==> src/rtl/convertidor_binario_bcd_if.sv <==
// Start/done handshake bundle for the binary-to-BCD converter.
// The signo line exists only when CONVERTIDOR_SIGNO_EN is defined.
interface convertidor_binario_bcd_if #(
  parameter int unsigned ANCHO_BIN = 16,
  parameter int unsigned DIGITOS   = 5
);
  logic                   inicio;
  logic [ANCHO_BIN-1:0]   entrada_bin;
  logic [4*DIGITOS-1:0]   resultado_bcd;
  logic                   terminado;
`ifdef CONVERTIDOR_SIGNO_EN
  logic                   signo;

  modport master (
    output inicio, entrada_bin,
    input  resultado_bcd, terminado, signo
  );

  modport slave (
    input  inicio, entrada_bin,
    output resultado_bcd, terminado, signo
  );
`else
  modport master (
    output inicio, entrada_bin,
    input  resultado_bcd, terminado
  );

  modport slave (
    input  inicio, entrada_bin,
    output resultado_bcd, terminado
  );
`endif
endinterface

==> src/rtl/convertidor_binario_bcd.sv <==
// Sequential binary-to-BCD converter (shift-and-add-3), one digit adjust plus one shift per input bit.
// Define CONVERTIDOR_SIGNO_EN for two's-complement input with a signo output.
module convertidor_binario_bcd #(
  parameter int unsigned ANCHO_BIN = 16,
  parameter int unsigned DIGITOS   = 5
) (
  input logic                         reloj,
  input logic                         reset,
  convertidor_binario_bcd_if.slave    bus
);

  localparam int unsigned ANCHO_BCD  = 4 * DIGITOS;
  localparam int unsigned ANCHO_TRAB = ANCHO_BCD + ANCHO_BIN;
  localparam int unsigned ANCHO_CONT = $clog2(ANCHO_BIN + 1);

  typedef enum logic [1:0] {
    ESPERA,
    AJUSTE,
    DESPLAZA,
    FIN
  } estado_t;

  estado_t                estado, estado_sig;
  logic [ANCHO_TRAB-1:0]  trabajo, trabajo_sig;
  logic [ANCHO_TRAB-1:0]  ajustado;
  logic [ANCHO_CONT-1:0]  contador, contador_sig;
  logic [ANCHO_BCD-1:0]   resultado, resultado_sig;
  logic                   terminado, terminado_sig;
  logic [ANCHO_BIN-1:0]   magnitud;
`ifdef CONVERTIDOR_SIGNO_EN
  logic                   negativo, negativo_sig;
  logic                   signo, signo_sig;
`endif

  // Operand magnitude as loaded into the binary half of the work register.
  always_comb begin
`ifdef CONVERTIDOR_SIGNO_EN
    if (bus.entrada_bin[ANCHO_BIN-1]) begin
      magnitud = ~bus.entrada_bin + ANCHO_BIN'(1);
    end else begin
      magnitud = bus.entrada_bin;
    end
`else
    magnitud = bus.entrada_bin;
`endif
  end

  // Each BCD nibble >= 5 gets +3 so the following shift carries into the next decade.
  always_comb begin
    ajustado = trabajo;
    for (int unsigned i = 0; i < DIGITOS; i++) begin
      if (trabajo[ANCHO_BIN + 4*i +: 4] >= 4'd5) begin
        ajustado[ANCHO_BIN + 4*i +: 4] = trabajo[ANCHO_BIN + 4*i +: 4] + 4'd3;
      end
    end
  end

  always_comb begin
    estado_sig    = estado;
    trabajo_sig   = trabajo;
    contador_sig  = contador;
    resultado_sig = resultado;
    terminado_sig = terminado;
`ifdef CONVERTIDOR_SIGNO_EN
    negativo_sig  = negativo;
    signo_sig     = signo;
`endif
    case (estado)
      ESPERA: begin
        if (bus.inicio) begin
          trabajo_sig   = {{ANCHO_BCD{1'b0}}, magnitud};
          contador_sig  = ANCHO_CONT'(ANCHO_BIN);
          terminado_sig = 1'b0;
`ifdef CONVERTIDOR_SIGNO_EN
          negativo_sig  = bus.entrada_bin[ANCHO_BIN-1];
`endif
          estado_sig    = AJUSTE;
        end
      end
      AJUSTE: begin
        trabajo_sig = ajustado;
        estado_sig  = DESPLAZA;
      end
      DESPLAZA: begin
        trabajo_sig  = {trabajo[ANCHO_TRAB-2:0], 1'b0};
        contador_sig = contador - ANCHO_CONT'(1);
        // Last shift: publish the BCD half as it will look after this shift.
        if (contador == ANCHO_CONT'(1)) begin
          resultado_sig = trabajo[ANCHO_TRAB-2 -: ANCHO_BCD];
          terminado_sig = 1'b1;
`ifdef CONVERTIDOR_SIGNO_EN
          signo_sig     = negativo;
`endif
          estado_sig    = FIN;
        end else begin
          estado_sig    = AJUSTE;
        end
      end
      FIN: begin
        if (!bus.inicio) begin
          estado_sig = ESPERA;
        end
      end
      default: begin
        estado_sig = ESPERA;
      end
    endcase
  end

  always_ff @(posedge reloj or negedge reset) begin
    if (!reset) begin
      estado    <= ESPERA;
      trabajo   <= '0;
      contador  <= '0;
      resultado <= '0;
      terminado <= 1'b0;
`ifdef CONVERTIDOR_SIGNO_EN
      negativo  <= 1'b0;
      signo     <= 1'b0;
`endif
    end else begin
      estado    <= estado_sig;
      trabajo   <= trabajo_sig;
      contador  <= contador_sig;
      resultado <= resultado_sig;
      terminado <= terminado_sig;
`ifdef CONVERTIDOR_SIGNO_EN
      negativo  <= negativo_sig;
      signo     <= signo_sig;
`endif
    end
  end

  assign bus.resultado_bcd = resultado;
  assign bus.terminado     = terminado;
`ifdef CONVERTIDOR_SIGNO_EN
  assign bus.signo         = signo;
`endif

endmodule

==> src/flat_wrapper.sv <==
// flat-port wrapper written by rule: the top's interface ports become plain ports
module convertidor_binario_bcd_flat 
#(
  parameter int unsigned ANCHO_BIN = 16,
  parameter int unsigned DIGITOS   = 5
)
  (reloj, reset, bus_inicio, bus_entrada_bin, bus_resultado_bcd, bus_terminado);
  convertidor_binario_bcd_if #(.ANCHO_BIN(ANCHO_BIN), .DIGITOS(DIGITOS)) bus_i ();
  input logic reloj;
  input logic reset;
  input wire logic [$bits(bus_i.inicio)-1:0] bus_inicio;
  input wire logic [$bits(bus_i.entrada_bin)-1:0] bus_entrada_bin;
  output wire logic [$bits(bus_i.resultado_bcd)-1:0] bus_resultado_bcd;
  output wire logic [$bits(bus_i.terminado)-1:0] bus_terminado;
  assign bus_i.inicio = bus_inicio;
  assign bus_i.entrada_bin = bus_entrada_bin;
  assign bus_resultado_bcd = bus_i.resultado_bcd;
  assign bus_terminado = bus_i.terminado;
  convertidor_binario_bcd #(.ANCHO_BIN(ANCHO_BIN), .DIGITOS(DIGITOS)) u_core (.reloj(reloj), .reset(reset), .bus(bus_i));
endmodule
==> config.mk <==
export PLATFORM = sky130hd
export DESIGN_NAME = convertidor_binario_bcd_flat
export DESIGN_NICKNAME = d
export VERILOG_FILES = /design/src/rtl/convertidor_binario_bcd_if.sv /design/src/rtl/convertidor_binario_bcd.sv /design/src/flat_wrapper.sv
export SDC_FILE = /design/constraint.sdc
export NUM_CORES = 1
export LEC_CHECK = 0
export CAP_MARGIN = 20
export CELL_PAD_IN_SITES_DETAIL_PLACEMENT = 0
export CELL_PAD_IN_SITES_GLOBAL_PLACEMENT = 1
export CORE_MARGIN = 2
export CORE_UTILIZATION = 43
export DETAILED_ROUTE_END_ITERATION = 16
export PLACE_DENSITY_LB_ADDON = 0.2
export SLEW_MARGIN = 10
export SYNTH_ARGS = -nofsm -noshare
export SYNTH_HDL_FRONTEND = slang
export SYNTH_SLANG_ARGS = --single-unit
==> constraint.sdc <==
create_clock -name reloj -period 2.2 [get_ports reloj]
set_input_delay 0.33 -clock reloj [delete_from_list [all_inputs] [get_ports reloj]]
set_output_delay 0.33 -clock reloj [all_outputs]
set_load 0.005 [all_outputs]
======== Yosys cells after proc, flatten, opt, wreduce, memory -nomap -nowiden ========
Cells that the tools add are included.
storage, ports and cells
  register bits after elaboration ......... 64
  logic and storage cells ................. 63
  output and inout bits ................... 21
  bits of input ports ..................... 19
cells by class
  order comparisons ....................... 5
  mux-type cells .......................... 16
  equal/unequal tests ..................... 12
  bitwise logic cells ..................... 1
  add/sub/neg operators ................... 6
  reduce and logical (&&, ||, !) cells .... 13
operator list
  cell                                                               count
  case mux 36 bit (3 select lines)                                   1
  2-to-1 mux 36 bit                                                  1
  AND reduction 3 bit                                                7
  adder 4 x 2 -> 4 bit, second input constant                        5
  greater-or-equal comparator 4 x 3 -> 1 bit, second input constant  5
  2-to-1 mux 4 bit                                                   5
  inequality test 2 x 1 -> 1 bit, second input constant              6
  case mux 5 bit (2 select lines)                                    1
  case mux 2 bit (4 select lines)                                    1
  2-to-1 mux 2 bit                                                   3
  AND reduction 2 bit                                                3
  equality test 5 x 1 -> 1 bit, second input constant                1
  2-to-1 mux 5 bit                                                   1
  subtractor 5 x 1 -> 5 bit, second input constant                   1
  equality test 2 bit, second input constant                         2
  inequality test 2 bit, second input constant                       2
  nonzero test 3 bit                                                 1
  equality test 2 x 1 -> 1 bit, second input constant                1
  zero test 2 bit                                                    1
  2-to-1 mux 1 bit                                                   2
  case mux 1 bit (2 select lines)                                    1
  nonzero test 2 bit                                                 1
  inverter 1 bit                                                     1

======== Longest topological paths before layout ========
Gate-level depths: netlist of the first run.
  depth after elaboration ................. 3
  depth in mapped cells ................... 8
  mapped depth without buffers ............ 6

======== Worst setup path before layout of the first run ========
Ideal clock, no wire load.
  path kind ............................... flip-flop to flip-flop
  start ................................... reg u_core.estado[0]
  end ..................................... reg u_core.trabajo[10]
  data required time ...................... 2123 ps
  period minus slack after synthesis ...... 1766 ps
  stages on the path, launching flop included .. 8
  buffers on the path ..................... 2
  library setup time ...................... 77 ps
  setup slack ............................. 434 ps
  data arrival time ....................... 1688 ps
  cell sequence ........................... dfrtp_1 inv_1 ha_1 inv_1 clkbuf_1 clkbuf_1 a22oi_1 a21oi_1
between the ends
  word-level cells in the longest chain between the ends .. 3
  elaborated cells on any way between the ends .. 8
  classes of those cells .................. 3 x eq/ne; 1 x mux; 1 x bitwise; 3 x reduce/logical
RTL lines
  what                                                  RTL line                        text
  start, declared                                       convertidor_binario_bcd.sv:23   estado_t estado, estado_sig;
  start signal, assigned                                convertidor_binario_bcd.sv:122  estado <= estado_sig;
  equality test 2 bit (tied with other cells)           convertidor_binario_bcd.sv:68   case (estado)
  nonzero test 2 bit (no line) (tied with other cells)  n/a
  AND reduction 3 bit (no line)                         n/a
  end signal, assigned                                  convertidor_binario_bcd.sv:123  trabajo <= trabajo_sig;
  end, declared                                         convertidor_binario_bcd.sv:24   logic [ANCHO_TRAB-1:0] trabajo, trabajo_sig;
Several ways; a longest one is shown, not always the timed one.
A chain may end at the register's enable or synchronous reset.

======== Final worst setup path of the first run ========
  start ................................... reg u_core.estado[0]
  end ..................................... reg u_core.trabajo[31]
between the ends
  word-level cells in the longest chain between the ends .. 3
  elaborated cells on any way between the ends .. 8
  classes of those cells .................. 4 x eq/ne; 1 x mux; 3 x reduce/logical
RTL lines
  what                                                              RTL line
  equality test 2 x 1 -> 1 bit (tied with other cells)              convertidor_binario_bcd.sv:68
  inequality test 2 x 1 -> 1 bit (no line) (tied with other cells)  n/a
  AND reduction 3 bit (no line)                                     n/a
Several ways; a longest one is shown, not always the timed one.

==> flow_summary_export.csv, run 1 <==
group,metric,value,unit
status,status,"finished with violations",
status,violations,"negative hold slack",
job,drv_cap,0,
cts,clk_latency,0.35,ns
pwr,p_clk_share,20.4,%
grt,busiest_layer,"met2",
synthesis,synth.most_common_cell,"dfrtp_1",
cts,hold_buffers,0,
synthesis,ys_seq_elements,64,
sta,worst_clock_skew,0.007450,ns
cells_and_area,layout-drive-gt1-share,10.00,%
synthesis,post_synth_main_area_contributors,"dfrtp_1 (49%), a22oi_1 (6.6%), ha_1 (6.5%)",
grt,use_met1,25.82,%
cts,cts_tree,"built",
grt,grt_pass1_wl,12350,um
cts,cts-buffers-inserted,9,
pwr,p_sw,2.297,mW
cts,post-cts-setup-buffers,0,
sta,slew_viol_final,0,
min_path,min_path_type,"in2async",
detailed_routing,drcViolationCount,0,
synthesis,synth_edf_count,0,
synthesis,async_flop_share,100.0,%
pwr,vdd_drop_max,0.7748,mV
worst_setup_path,crit_path_max_fanout,6,
placement,dp_hpwl,4820,um
synthesis,synthTopCellsByCount,"dfrtp_1 (64), o21ai_0 (33), nor2_1 (31), a22oi_1 (29), nand2_1 (29)",
pwr,power_frac_comb,46.9,%
pwr,leakagePower,1.789,nW
sta,max_freq,0.5025,GHz
sta,hold_ws,-0.02815,ns
cts,clkSinkCount,64,
worst_setup_path,reg2reg_to,"u_core.trabajo[31]$_DFFE_PN0P_",
sta,report.final.hold_viol_count,12,
detailed_routing,firstDrtPassIters,5,
sta,maxSlewHeadroom,62.80,%
floorplan,start_util,44.87,%
worst_setup_path,crit_arrival,2.26,ns
cells_and_area,diodes,0,
worst_setup_path,r2r-start,"u_core.estado[0]$_DFFE_PN0P_",
pwr,p_sw_share,40.21,%
grt,overflow,0,
floorplan,die_width,91.47,um
pwr,power.share.sequential,32.7,%
placement,port_buffers,39,
worst_setup_path,startpoint_type,"flip-flop",
cts,cts_resized,0,
detailed_routing,drt_iter0_markers,103,
grt,met3_usage,3.817,%
detailed_routing,wire_per_inst,14.90,um
pwr,p_int,3.416,mW
floorplan,die_h,91.47,um
cts,clockRootBuffer,"clkbuf_8",
synthesis,synth.distinct_cells,34,
synthesis,ys_seq_area_share,48.69,%
worst_setup_path,worstRegToRegCells,6,
sta,worst_slack,0.2101,ns
pwr,p_per_area,1398,nW/um^2
sta,timing.final.crit_share,90.45,%
floorplan,rows,31,
synthesis,ys_warn_count,0,
sta,worstMarginPinSlew,0.5537,ns
placement,pre_cts_slack,0.1408,ns
synthesis,syn-mean-instance-area,9.761,sq um
worst_setup_path,required,2.47,ns
synthesis,synth_area,3289,sq um
placement,place_congestion,0.7937,
worst_setup_path,endpoint_kind,"flip-flop",
synthesis,synth_top_cell_by_area,"dfrtp_1",
sta,fin_setup_tns,0,ns
detailed_routing,antenna_left,0,
synthesis,synth_top_cell_area_share,48.69,%
grt,grt_pass1_vias,2525,
sta,rsz0062_at_grt,"false",
grt,antenna_found_initial,0,
cells_and_area,syn_to_final_growth,24.27,%
floorplan,io-pin-count,40,
cells_and_area,final_nets,421,
cells_and_area,fillers,651,
detailed_routing,routed_wl,7288,um
detailed_routing,num_vias,2647,
synthesis,synth_flop_cell,"dfrtp_1",
grt,track_usage,18.70,%
floorplan,fp.dieArea,8366,sq um
worst_setup_path,path_class,"reg2reg",
worst_setup_path,r2r_slack,0.21,ns
cts,clk_pin_slew_worst_paths,0.07,ns
grt,grt.met2_usage,28.68,%
grt,grt_max_degree,65,
cts,clock_path_buffers,2,
synthesis,syn_inst,337,
detailed_routing,viasPerCell,5.413,
synthesis,synth_nets,373,
floorplan,core_area,7331,sq um
sta,finalSetupViolCount,0,
sta,fin_crit,1.990,ns
cts,htree_levels,3,
worst_setup_path,startpoint,"u_core.estado[0]$_DFFE_PN0P_",
-- cell usage in the layout (no fill, tap or decap), types with 2 or more instances in the layout --
cell and count:
and2_1 2, ha_1 17, clkbuf_8 10, nor2_1 31, or4_1 5, buf_12 3
inv_1 26, a22oi_1 29, o21ai_0 33, clkinvlp_4 3, mux2_2 5, nand2b_4 2
o32a_1 5, clkdlybuf4s50_1 38, o32ai_1 5, a22o_1 2, nand2_1 29, nand2b_1 10
buf_4 12, nand3_1 2, dfrtp_1 64, nor3_1 3, a21oi_1 23, a211oi_1 6
o2bb2ai_1 4, bufinv_16 2, mux2i_1 8
-- power groups by stage --
stage          registers (mW)  logic (mW)  clock network [mW]
5_1_grt                  1.93        3.02                1.25
6_report                 1.87        2.68                1.16
4_1_cts                  1.87        2.70                1.19
2_1_floorplan            1.82        1.87                   0
3_5_place_dp             1.89        2.69                   0
3_3_place_gp             1.88        2.64                   0
-- worst max path at each step --
stage | endpoint | slack (ns)
after CTS | u_core.trabajo[27]$_DFFE_PN0P_ | 0.20
final | u_core.trabajo[31]$_DFFE_PN0P_ | 0.21
after global placement | u_core.trabajo[23]$_DFFE_PN0P_ | 0.22
after global routing | u_core.trabajo[27]$_DFFE_PN0P_ | 0.06
after detailed placement | u_core.trabajo[27]$_DFFE_PN0P_ | 0.14
after floorplan | u_core.trabajo[10]$_DFFE_PN0P_ | 0.43
-- cell families (layout without fill, tap and decap cells) --
family          Yosys count  count (layout)  synth area share (%)
mux                      13              13                 4.146
compound gates          113             113                 22.44
flops                    64              64                 48.69
simple gates             87              87                 12.55
buf+inv                  43              96                 5.705
fa+ha+maj                17              17                 6.466
-- registers in the layout (all words and copies together), names as in the netlist --
register / count
u_core.bus.resultado_bcd: 20
u_core.bus.terminado: 1
u_core.contador: 5
u_core.estado: 2
u_core.trabajo: 36
-- metal layers --
metal / routed length [um] / vias to the layer above
li1: - / 1295
met1: 3440 / 1285
met2: 3398 / 54
met3: 299 / 13
met4: 148 / 0
met5: 0 / -
-- worst max-delay path, stage by stage (launching register included) --
cell,delay [ns]
dfrtp_1,0.45
inv_1,0.09
ha_1,0.30
and2b_1,0.25
nor3_1,0.49
a22oi_1,0.17
o2bb2ai_1,0.17
-- metrics by stage --
stage	total power, mW	util, %	area, sq um	std cells
6_report	5.713	55.76	4088	489
5_1_grt	6.198	55.76	4088	489
4_1_cts	5.764	55.76	4088	489
3_5_place_dp	4.575	52.64	3859	473
3_3_place_gp	4.523	52.64	3859	473
2_1_floorplan	3.694	-	3289	337
-- layout make-up --
cell class / count / area (sq um) / area share (%)
inverters: 26 / 97.59 / 2.388
clock inverters: 6 / 91.34 / 2.234
clock buffers: 10 / 137.6 / 3.367
flip-flops and latches: 64 / 1602 / 39.18
multi-input cells: 230 / 1500 / 36.70
repair buffers: 54 / 535.5 / 13.10
well taps: 99 / 123.9 / 3.030
(Power assumes the default switching activity.)
==> run 2: changes to the inputs <==
--- a/config.mk
+++ b/config.mk
@@ -11,8 +11,8 @@
 export CORE_MARGIN = 2
 export CORE_UTILIZATION = 43
 export DETAILED_ROUTE_END_ITERATION = 16
-export PLACE_DENSITY_LB_ADDON = 0.2
-export SLEW_MARGIN = 10
+export PLACE_DENSITY_LB_ADDON = 0.1
+export SLEW_MARGIN = 20
 export SYNTH_ARGS = -nofsm -noshare
 export SYNTH_HDL_FRONTEND = slang
 export SYNTH_SLANG_ARGS = --single-unit
==> flow_summary_export.csv, run 2 (synthesis gave the netlist of run 1 again) <==
group,metric,value,unit
floorplan,rows,31,
worst_setup_path,max_stage_delay,0.45,ns
sta,worstMarginPinSlew,0.6286,ns
job,drv_cap,0,
floorplan,fp.dieArea,8366,sq um
worst_setup_path,r2r-start,"u_core.estado[1]$_DFFE_PN0P_",
cells_and_area,post-route-util,55.83,%
min_path,hold-path-endpoint,"u_core.bus.resultado_bcd[6]$_DFFE_PN0P_",
sta,hold_ws,0.4783,ns
floorplan,die_width,91.47,um
cts,clock_path_buffers,2,
cts,htree_levels,3,
pwr,power,5.612,mW
placement,dp_hpwl,4961,um
cts,clk_pin_slew_worst_paths,0.07,ns
placement,placed_cells,476,
cts,clk_latency,0.34,ns
sta,slew_viol_final,0,
cts,cts-buffers-inserted,9,
sta,report.final.hold_viol_count,0,
sta,finalSetupViolCount,0,
grt,grt_pass1_vias,2556,
cells_and_area,syn_to_final_growth,24.42,%
cells_and_area,layout_common_cells,"dfrtp_1 (64), clkdlybuf4s50_1 (38), o21ai_0 (33)",
worst_setup_path,startpoint_type,"flip-flop",
worst_setup_path,r2r_slack,0.19,ns
floorplan,die_h,91.47,um
min_path,min-delay-start,"u_core.bus.resultado_bcd[6]$_DFFE_PN0P_",
detailed_routing,firstDrtPassIters,4,
min_path,hold_depth,2,
worst_setup_path,required,2.41,ns
sta,rsz0062_at_grt,"false",
detailed_routing,wire_per_inst,14.93,um
cts,clockRootBuffer,"clkbuf_8",
worst_setup_path,crit_arrival,2.23,ns
cells_and_area,regMostFlops,"u_core.trabajo",
cells_and_area,fillers,677,
cts,clkSinkCount,64,
detailed_routing,antenna_left,0,
status,status,"finished clean",
cts,post-cts-setup-buffers,0,
worst_setup_path,worstPathCellList,"inv_1, ha_1, buf_4, nand2b_1, a21oi_1, o21ai_0, o2bb2ai_1",
worst_setup_path,path_class,"reg2reg",
worst_setup_path,reg2reg_to,"u_core.trabajo[35]$_DFFE_PN0P_",
detailed_routing,routed_wl,7360,um
cells_and_area,mostFrequentLayoutCell,"dfrtp_1",
cells_and_area,stdcell_count,493,
cells_and_area,largest_reg_flops,36,
cells_and_area,seqCellArea,1602,sq um
sta,fin_setup_tns,0,ns
worst_setup_path,crit_path_max_fanout,8,
detailed_routing,drt_iter0_markers,116,
worst_setup_path,cpMaxStageDelayCell,"dfrtp_1",
grt,overflow,0,
cells_and_area,layout-drive-gt1-share,10.91,%
cts,cts_tree,"built",
sta,fin_crit,2.013,ns
cells_and_area,multi_input_area,1508,sq um
cts,cts_resized,0,
floorplan,io-pin-count,40,
sta,timing.final.crit_share,91.49,%
detailed_routing,viasPerCell,5.357,
detailed_routing,drcViolationCount,0,
placement,place_congestion,0.7972,
pwr,p_per_area,1371,nW/um^2
sta,maxSlewHeadroom,57.99,%
worst_setup_path,worstRegToRegCells,7,
floorplan,core_area,7331,sq um
cells_and_area,final_nets,425,
min_path,min_path_type,"reg2reg",
grt,grt_pass1_wl,12210,um
grt,antenna_found_initial,0,
placement,port_buffers,39,
worst_setup_path,endpoint_kind,"flip-flop",
sta,max_freq,0.4968,GHz
floorplan,start_util,44.87,%
detailed_routing,num_vias,2641,
pwr,leakagePower,1.801,nW
grt,track_usage,18.63,%
cells_and_area,diodes,0,
grt,grt_max_degree,43,
sta,worst_clock_skew,0.007086,ns
pwr,vdd_drop_max,0.7552,mV
## run 2: cell count changes in the layout (fill, tap and decap cells not counted)
cell,previous run,this run
buf_12,3,2
clkinvlp_4,3,2
nor2_1,31,30
nor2_4,0,1
clkbuf_8,10,11
buf_4,12,16
clkinv_2,0,2
inv_6,1,0
bufinv_16,2,1
dlygate4sd3_1,0,1
## run 2: worst max-delay path, delay by kind of cell, from the launching register on
| family | cells | cell delay (ns) |
|---|---|---|
| compound gates | 3 | 0.68 |
| flops | 1 | 0.45 |
| fa+ha+maj | 1 | 0.38 |
| buf+inv | 2 | 0.33 |
| simple gates | 1 | 0.06 |
## run 2: report_power, final
| group | internal, mW | total [mW] | switching (mW) | leakage (nW) |
|---|---|---|---|---|
| registers | 1.58 | 1.87 | 0.290 | 0.835 |
| logic | 1.17 | 2.70 | 1.53 | 0.865 |
| clock network | 0.581 | 1.04 | 0.462 | 0.101 |
| total | 3.33 | 5.61 | 2.28 | 1.80 |
## run 2: worst max-delay path by stage
stage,depth (start not counted),to,startpoint,slack [ns]
5_1_grt,7,u_core.trabajo[35]$_DFFE_PN0P_,u_core.estado[1]$_DFFE_PN0P_,0.003
4_1_cts,6,u_core.trabajo[2]$_DFFE_PN0P_,u_core.estado[0]$_DFFE_PN0P_,0.14
2_1_floorplan,7,u_core.trabajo[10]$_DFFE_PN0P_,u_core.estado[0]$_DFFE_PN0P_,0.43
3_3_place_gp,5,u_core.trabajo[0]$_DFFE_PN0P_,bus_inicio,0.11
3_5_place_dp,4,u_core.trabajo[8]$_DFFE_PN0P_,bus_inicio,0.08
6_report,7,u_core.trabajo[35]$_DFFE_PN0P_,u_core.estado[1]$_DFFE_PN0P_,0.19
## run 2: timing repair
| action | in CTS | in global routing |
|---|---|---|
| endpoints found under the hold margin | 22 | 0 |
| hold buffers | 1 | 0 |
| endpoints found under the setup margin | 0 | 0 |
## run 2: per-stage QoR
stage	instance area, sq um	setup WS [ns]
4_1_cts	4088	0.1420
5_1_grt	4093	0.002948
6_report	4093	0.1871
2_1_floorplan	3289	0.4342
3_3_place_gp	3871	0.1126
3_5_place_dp	3871	0.08084
## run 2: layout make-up
type	count	area share [%]
tap	99	3.027
sequential	64	39.13
clock inverter	5	1.345
inverter	26	2.385
timing repair buffer	58	13.57
multi-input combinational	230	36.84
clock buffer	11	3.699
## run 2: per-layer routing
metal  part of all wire [%]  vias up  global-route usage [%]
met5                      0        -                       0
met4                    2.0        0                   10.73
met3                    4.3       11                   2.822
met2                     48       55                   29.35
met1                     46     1262                   24.33
li1                       -     1313                       -
==> run 3: changes to the inputs <==
--- a/config.mk
+++ b/config.mk
@@ -5,12 +5,13 @@
 export SDC_FILE = /design/constraint.sdc
 export NUM_CORES = 1
 export LEC_CHECK = 0
-export CAP_MARGIN = 20
-export CELL_PAD_IN_SITES_DETAIL_PLACEMENT = 0
+export CAP_MARGIN = 15
+export CELL_PAD_IN_SITES_DETAIL_PLACEMENT = 1
 export CELL_PAD_IN_SITES_GLOBAL_PLACEMENT = 1
 export CORE_MARGIN = 2
-export CORE_UTILIZATION = 43
+export CORE_UTILIZATION = 49
 export DETAILED_ROUTE_END_ITERATION = 16
+export DONT_BUFFER_PORTS = 1
 export PLACE_DENSITY_LB_ADDON = 0.1
 export SLEW_MARGIN = 20
 export SYNTH_ARGS = -nofsm -noshare
==> flow_summary_export.csv, run 3 (synthesis gave the netlist of run 1 again) <==
group,metric,value,unit
min_path,min-delay-start,"bus_entrada_bin[0]",
sta,report.final.hold_viol_count,0,
job,drv_cap,0,
cts,clk_pin_slew_worst_paths,0.07,ns
grt,grt_pass1_vias,2698,
sta,maxSlewHeadroom,57.92,%
worst_setup_path,cp-endpoint,"u_core.trabajo[27]$_DFFE_PN0P_",
pwr,vdd_drop_max,0.7134,mV
pwr,power_frac_comb,46.9,%
floorplan,fp.dieArea,7385,sq um
pwr,p_int,2.941,mW
placement,dp_hpwl,5268,um
detailed_routing,wire_per_inst,18.63,um
worst_setup_path,startpoint_type,"flip-flop",
sta,slew_viol_final,0,
min_path,min_path_type,"in2reg",
floorplan,rows,29,
detailed_routing,firstDrtPassIters,4,
cells_and_area,multi_input_area,1510,sq um
worst_setup_path,max_stage_delay,0.45,ns
detailed_routing,routed_wl,7898,um
cts,post-cts-setup-buffers,0,
worst_setup_path,reg2reg_to,"u_core.trabajo[27]$_DFFE_PN0P_",
cts,clkSinkCount,64,
status,status,"finished clean",
cells_and_area,post-route-util,55.87,%
worst_setup_path,r2r-start,"u_core.estado[1]$_DFFE_PN0P_",
placement,place_congestion,0.7620,
floorplan,die_h,85.94,um
sta,worstMarginPinSlew,0.6298,ns
worst_setup_path,worstRegToRegCells,7,
worst_setup_path,path_class,"reg2reg",
worst_setup_path,worstPathCellList,"inv_1, ha_2, and2_1, buf_4, nand2_1, o21ai_0, o2bb2ai_1",
worst_setup_path,r2r_slack,0.23,ns
placement,pre_cts_slack,-0.006749,ns
floorplan,start_util,51.22,%
sta,rsz0062_at_grt,"false",
sta,fin_crit,1.967,ns
pwr,p_sw_share,44.09,%
pwr,p_per_area,1466,nW/um^2
worst_setup_path,crit_path_max_fanout,12,
cells_and_area,layout_common_cells,"dfrtp_1 (64), o21ai_0 (33), nor2_1 (30)",
sta,timing.final.crit_share,89.39,%
worst_setup_path,startpoint,"u_core.estado[1]$_DFFE_PN0P_",
pwr,power.share.sequential,36.2,%
cts,clk_latency,0.35,ns
cells_and_area,layout-drive-gt1-share,9.510,%
cts,htree_levels,3,
cts,cts_tree,"built",
grt,grt_max_degree,65,
pwr,leakagePower,1.611,nW
worst_setup_path,endpoint_kind,"flip-flop",
detailed_routing,antenna_left,0,
cells_and_area,seqCellArea,1602,sq um
floorplan,core_area,6422,sq um
grt,track_usage,23.21,%
detailed_routing,viasPerCell,6.005,
detailed_routing,drt_iter0_markers,155,
placement,port_buffers,0,
min_path,hold_depth,2,
cells_and_area,mostFrequentLayoutCell,"dfrtp_1",
worst_setup_path,crit_arrival,2.24,ns
pwr,p_sw,2.319,mW
cts,cts-buffers-inserted,9,
floorplan,die_width,85.94,um
detailed_routing,drcViolationCount,0,
cells_and_area,final_nets,378,
floorplan,io-pin-count,40,
detailed_routing,num_vias,2546,
cts,clockRootBuffer,"clkbuf_8",
grt,overflow,0,
cells_and_area,largest_reg_flops,36,
cells_and_area,syn_to_final_growth,9.091,%
cells_and_area,regMostFlops,"u_core.trabajo",
cells_and_area,fillers,718,
grt,grt_pass1_wl,13300,um
worst_setup_path,required,2.47,ns
grt,antenna_found_initial,0,
sta,worst_clock_skew,0.007688,ns
sta,max_freq,0.5085,GHz
sta,worst_slack,0.2334,ns
cells_and_area,diodes,0,
worst_setup_path,cpMaxStageDelayCell,"dfrtp_1",
cts,clock_path_buffers,2,
sta,finalSetupViolCount,0,
pwr,p_clk_share,16.9,%
[run 3: repair_timing]
item,CTS,global route
endpoints found under the setup margin,6,12
hold endpoints to repair,64,0
hold buffers,2,0
resized for setup,1,1
[run 3: routing by layer]
layer	vias to the layer above	global-route usage (%)	wire, um
met3	14	4.716	243
met1	1275	29.87	3644
met4	0	10.68	169
li1	1212	-	-
met2	45	37.63	3841
met5	-	0	0
[run 3: power by group through the flow]
stage          Combinational, mW  Sequential [mW]  Clock, mW
6_report                    2.47             1.90      0.888
5_1_grt                     2.81             1.96      0.955
4_1_cts                     2.47             1.90      0.907
3_5_place_dp                2.41             1.92          0
3_3_place_gp                2.30             1.90          0
2_1_floorplan               1.87             1.82          0
[run 3: final cells by class]
type	instances	area share, %
repair buffers	11	3.278
inverters	26	2.720
flip-flops and latches	64	44.63
multi-input cells	230	42.09
clock inverters	4	0.5579
well taps	77	2.685
clock buffers	12	4.045
[run 3: worst min path at each step]
stage                                                    to  slack, ns
CTS                           u_core.trabajo[0]$_DFFE_PN0P_       0.13
floorplan           u_core.bus.resultado_bcd[0]$_DFFE_PN0P_       0.03
global route                  u_core.trabajo[0]$_DFFE_PN0P_       0.15
finish                        u_core.trabajo[0]$_DFFE_PN0P_       0.13
detailed placement  u_core.bus.resultado_bcd[5]$_DFFE_PN0P_       0.04
global placement    u_core.bus.resultado_bcd[5]$_DFFE_PN0P_       0.04
[run 3: per-stage QoR]
stage          setup TNS (ns)  hold WS [ns]  instance area, sq um  power, mW  cells
5_1_grt                     0        0.1537                  3588      5.728    424
3_5_place_dp        -0.006749       0.03573                  3378      4.337    406
2_1_floorplan               0       0.03441                  3289      3.694    337
3_3_place_gp                0       0.03567                  3378      4.203    406
4_1_cts                     0        0.1259                  3586      5.282    424
6_report                    0        0.1329                  3588      5.260    424
[run 3: worst max-delay path, delay by kind of cell, from the launching register on]
family	cells	cell delay [ns]
AOI/OAI and AO/OA	2	0.30
adders and majority gates	1	0.39
buffers and inverters	2	0.36
DFF	1	0.45
and+or+nand+nor	2	0.38
==> variant 1 (flow settings as in run 2) <==
`ANCHO_BIN` is set to 16 in 3 places; all go to 32.
--- a/src/rtl/convertidor_binario_bcd_if.sv
+++ b/src/rtl/convertidor_binario_bcd_if.sv
@@ -1,7 +1,7 @@
 // Start/done handshake bundle for the binary-to-BCD converter.
 // The signo line exists only when CONVERTIDOR_SIGNO_EN is defined.
 interface convertidor_binario_bcd_if #(
-  parameter int unsigned ANCHO_BIN = 16,
+  parameter int unsigned ANCHO_BIN = 32,
   parameter int unsigned DIGITOS   = 5
 );
   logic                   inicio;
--- a/src/rtl/convertidor_binario_bcd.sv
+++ b/src/rtl/convertidor_binario_bcd.sv
@@ -1,7 +1,7 @@
 // Sequential binary-to-BCD converter (shift-and-add-3), one digit adjust plus one shift per input bit.
 // Define CONVERTIDOR_SIGNO_EN for two's-complement input with a signo output.
 module convertidor_binario_bcd #(
-  parameter int unsigned ANCHO_BIN = 16,
+  parameter int unsigned ANCHO_BIN = 32,
   parameter int unsigned DIGITOS   = 5
 ) (
   input logic                         reloj,
--- a/src/flat_wrapper.sv
+++ b/src/flat_wrapper.sv
@@ -1,7 +1,7 @@
 // flat-port wrapper written by rule: the top's interface ports become plain ports
 module convertidor_binario_bcd_flat 
 #(
-  parameter int unsigned ANCHO_BIN = 16,
+  parameter int unsigned ANCHO_BIN = 32,
   parameter int unsigned DIGITOS   = 5
 )
   (reloj, reset, bus_inicio, bus_entrada_bin, bus_resultado_bcd, bus_terminado);
Ports: changed (resized bus_entrada_bin); port bits go from 40 to 56. The function was not compared with the original's and may differ.
==> variant 1 against run 2 <==
Sequential cell count increased by 17. Power grew 27%. Design area grew 26%. First-iteration DRC count shrank 8.6%. Global-route usage down 0.44 points. Critical path depth shrank 1. Routed wire length rose by 17%. Area after synthesis increased by 25%. Setup slack lost 14 ps.
==> variant 1: results <==
group,metric,value,unit
outcome,status,"complete, no violations",
detailed_routing,wl_met3,262,um
grt,first_global_vias,3124,
placed_design,placed_area,4891,um^2
final_layout,n_fill_cell,889,
power,p_leak,0.002219,uW
grt,met1_usage,24.30,%
detailed_routing,vias,3257,
placed_design,gp_congestion,0.8323,
final_layout,seq_cell_count,81,
final_layout,largest_register_ff_count,52,
final_layout,clockNetworkAreaShare,4.736,%
timing,fmax,493.5,MHz
final_layout,n_all_inverters,15,
setup_path,r2r-start,"u_core.estado[0]$_DFFE_PN0P_",
final_layout,buf_share,14.14,%
placed_design,place_ws,111.4,ps
logic_synthesis,synthTopCellsByArea,"dfrtp_1 49%, a21oi_1 9.4%, ha_1 5.2%",
floorplan,rows,35,
placed_design,dp_hpwl,5.801,mm
detailed_routing,drt_iter0_markers,106,
placed_design,placed_cells,616,
final_layout,fin_area,5151,um^2
placed_design,port_buffers,55,
final_layout,drive_above_1_share,10.12,%
grt,grtUsageTotal,18.19,%
grt,gr-usage-met3,2.941,%
detailed_routing,viasPerCell,5.145,
detailed_routing,wl_met2,4.144,mm
final_layout,layout.area.seq,2027,um^2
logic_synthesis,ys_types,37,
logic_synthesis,synth_cells,441,
setup_path,r2r_end,"u_core.trabajo[42]$_DFFE_PN0P_",
min_path,hp-class,"input port to async pin",
setup_path,r2r_cells,6,
[variant 1: cell types whose count changed in the layout (fill, tap and decap cells not counted), moves of 8 or more]
cell / run 2 / this run
dfrtp_1: 64 / 81
nand2_1: 29 / 37
nor2_1: 30 / 48
a21oi_1: 23 / 77
o21ai_0: 33 / 25
nor2b_1: 1 / 33
a22oi_1: 29 / 0
clkdlybuf4s50_1: 38 / 54
inv_1: 26 / 15
[variant 1: cell families after synthesis]
kind of cell,count (synthesis),synth area share [%]
and+or+nand+nor,148,17.30
AOI/OAI and AO/OA,129,17.73
DFF,81,49.18
muxes,21,5.404
buffers and inverters,40,4.159
adders and majority gates,17,5.161
xor gates and xnor gates,5,1.062
[variant 1: power breakdown]
group | internal [uW] | switching (uW)
Sequential | 2040 | 389
Clock | 784 | 539
Combinational | 1420 | 1960
==> variant 2 (config.mk and constraints of run 2) <==
Without the edit above. Take the reset off `resultado` and load it in a clocked block of its own.
--- a/src/rtl/convertidor_binario_bcd.sv
+++ b/src/rtl/convertidor_binario_bcd.sv
@@ -112,7 +112,6 @@
       estado    <= ESPERA;
       trabajo   <= '0;
       contador  <= '0;
-      resultado <= '0;
       terminado <= 1'b0;
 `ifdef CONVERTIDOR_SIGNO_EN
       negativo  <= 1'b0;
@@ -122,13 +121,16 @@
       estado    <= estado_sig;
       trabajo   <= trabajo_sig;
       contador  <= contador_sig;
-      resultado <= resultado_sig;
       terminado <= terminado_sig;
 `ifdef CONVERTIDOR_SIGNO_EN
       negativo  <= negativo_sig;
       signo     <= signo_sig;
 `endif
     end
+  end
+
+  always_ff @(posedge reloj) begin
+    resultado <= resultado_sig;
   end
 
   assign bus.resultado_bcd = resultado;
Check against the original RTL: same outputs for any inputs over 10 cycles, from zero or initial values and one cycle with reset low; that may be too few to reach the edited logic, so the function may still have changed.
==> variant 2 against run 2 <==
Final cell count shrank 3.9%. Setup slack gained 120 ps. Design area grew 0.79%. Area after synthesis shrank 1.8%. Core utilization grew 1.0 points. Sequential cell count is the same. Sequential share of layout area grew 2.1 points. Routed wire length shrank 4.9%. Power shrank 1.0%. Combinational power shrank 5%. Non-clock buffer count grew 3. Critical path depth shrank 2.
==> variant 2: results <==
group,metric,value,unit
setup_path,worstPathArrival,2130,ps
timing,relSlewSlack,71.45,%
timing,skew,7.715,ps
grt,grt_pass1_wl,11.96,mm
logic_synthesis,ys_types,37,
logic_synthesis,synth_top_cells_by_count,"44 x dfrtp_1, 36 x a21oi_1, 29 x nor2_1",
setup_path,r2r-start,"u_core.estado[0]$_DFFE_PN0P_",
logic_synthesis,synthTopCellsByArea,"dfrtp_1 34%, edfxtp_1 19%, ha_1 6.6%",
detailed_routing,post_drt_wl_per_cell,14.76,um
grt,grt_max_degree,45,
setup_path,path_buf_inv,1,
power,ir_drop,749.7,uV
logic_synthesis,synth_edf_count,20,
outcome,status,"complete, no violations",
min_path,holdPathEnd,"u_core.bus.resultado_bcd[2]$_DFFE_PP_",
logic_synthesis,async_reset_ff_share,68.75,%
grt,grtUsageTotal,18.56,%
setup_path,r2r_cells,5,
setup_path,path_max_fanout,6,
power,p_switching,2249,uW
detailed_routing,drt_iter0_markers,82,
final_layout,nNetsFinal,406,
detailed_routing,vias,2452,
cts,clk_pin_slew_worst_paths,80,ps
min_path,min_from,"u_core.trabajo[17]$_DFFE_PN0P_",
detailed_routing,firstDrtPassIters,4,
placed_design,dp_hpwl,4.826,mm
logic_synthesis,syn_nets,346,
placed_design,gp_congestion,0.8014,
flow_run,cap_violations,0,
setup_path,r2r_end,"u_core.trabajo[34]$_DFFE_PN0P_",
final_layout,drive_above_1_share,13.60,%
[variant 2: how the worst max path moves through the flow]
stage | endpoint | slack [ps] | depth (start not counted) | startpoint
floorplan | u_core.bus.resultado_bcd[0]$_DFFE_PP_ | 240 | 4 | u_core.estado[0]$_DFFE_PN0P_
global placement | u_core.trabajo[25]$_DFFE_PN0P_ | 370 | 6 | bus_inicio
detailed placement | u_core.trabajo[34]$_DFFE_PN0P_ | 360 | 6 | u_core.estado[0]$_DFFE_PN0P_
CTS | u_core.trabajo[34]$_DFFE_PN0P_ | 320 | 6 | u_core.estado[0]$_DFFE_PN0P_
global route | u_core.trabajo[23]$_DFFE_PN0P_ | 140 | 6 | u_core.estado[0]$_DFFE_PN0P_
finish | u_core.trabajo[34]$_DFFE_PN0P_ | 310 | 5 | u_core.estado[0]$_DFFE_PN0P_
[variant 2: repair_timing]
item	in CTS	in global routing
endpoints found under the hold margin	44	0
hold buffers	1	0
setup endpoints to repair	0	0
[variant 2: power by group through the flow]
| stage | clock, uW | combinational (uW) | sequential (uW) |
|---|---|---|---|
| 3_5_place_dp | 0 | 2570 | 1900 |
| 5_1_grt | 1190 | 2900 | 1930 |
| 4_1_cts | 1140 | 2590 | 1870 |
| 2_1_floorplan | 0 | 1810 | 1810 |
| 6_report | 1120 | 2560 | 1870 |
| 3_3_place_gp | 0 | 2550 | 1880 |
[variant 2: metal layers]
layer  wire, um  track usage [%]  up-vias  part of all wire [%]
met5          0                0        -                     0
met1       3179            23.49     1151                    45
met4        144            6.538        0                   2.1
met3        289            4.424       12                   4.1
met2       3382            31.09       55                    48
li1           -                -     1234                     -
[variant 2: cell families (layout without fill, tap and decap cells)]
kind of cell / count (synthesis) / after routing / share of synthesized area (%)
AOI/OAI and AO/OA: 102 / 102 / 21.11
DFF: 64 / 64 / 52.67
and+or+nand+nor: 85 / 85 / 12.90
adders and majority gates: 17 / 17 / 6.584
muxes: 8 / 8 / 2.479
buffers and inverters: 34 / 99 / 4.260
[variant 2: area by class of cell]
type                       count  area (um^2)
fill                         641         3128
timing repair buffer          61        590.6
tap                           99        123.9
multi-input combinational    212         1406
inverter                      22        82.58
sequential                    64         1702
clock inverter                 7        96.34
clock buffer                   9        123.9
[variant 2: worst register-to-register path, cell delays in order, from the launching register on]
cell and delay (ps):
dfrtp_1 440, inv_1 90, ha_1 370, nand2_1 260
o32a_1 370, o32ai_1 250
[variant 2: through the flow]
step                cell area, um^2  util, %  hold slack, ps  cells  worst slack (ps)
floorplan                      3246        -           34.41    310             237.9
global placement               3895    53.70           338.1    457             374.8
detailed placement             3895    53.70           331.7    457             357.8
CTS                            4125    56.87           489.5    474             324.2
global route                   4125    56.87           502.3    474             140.9
finish                         4125    56.87           488.9    474             311.6
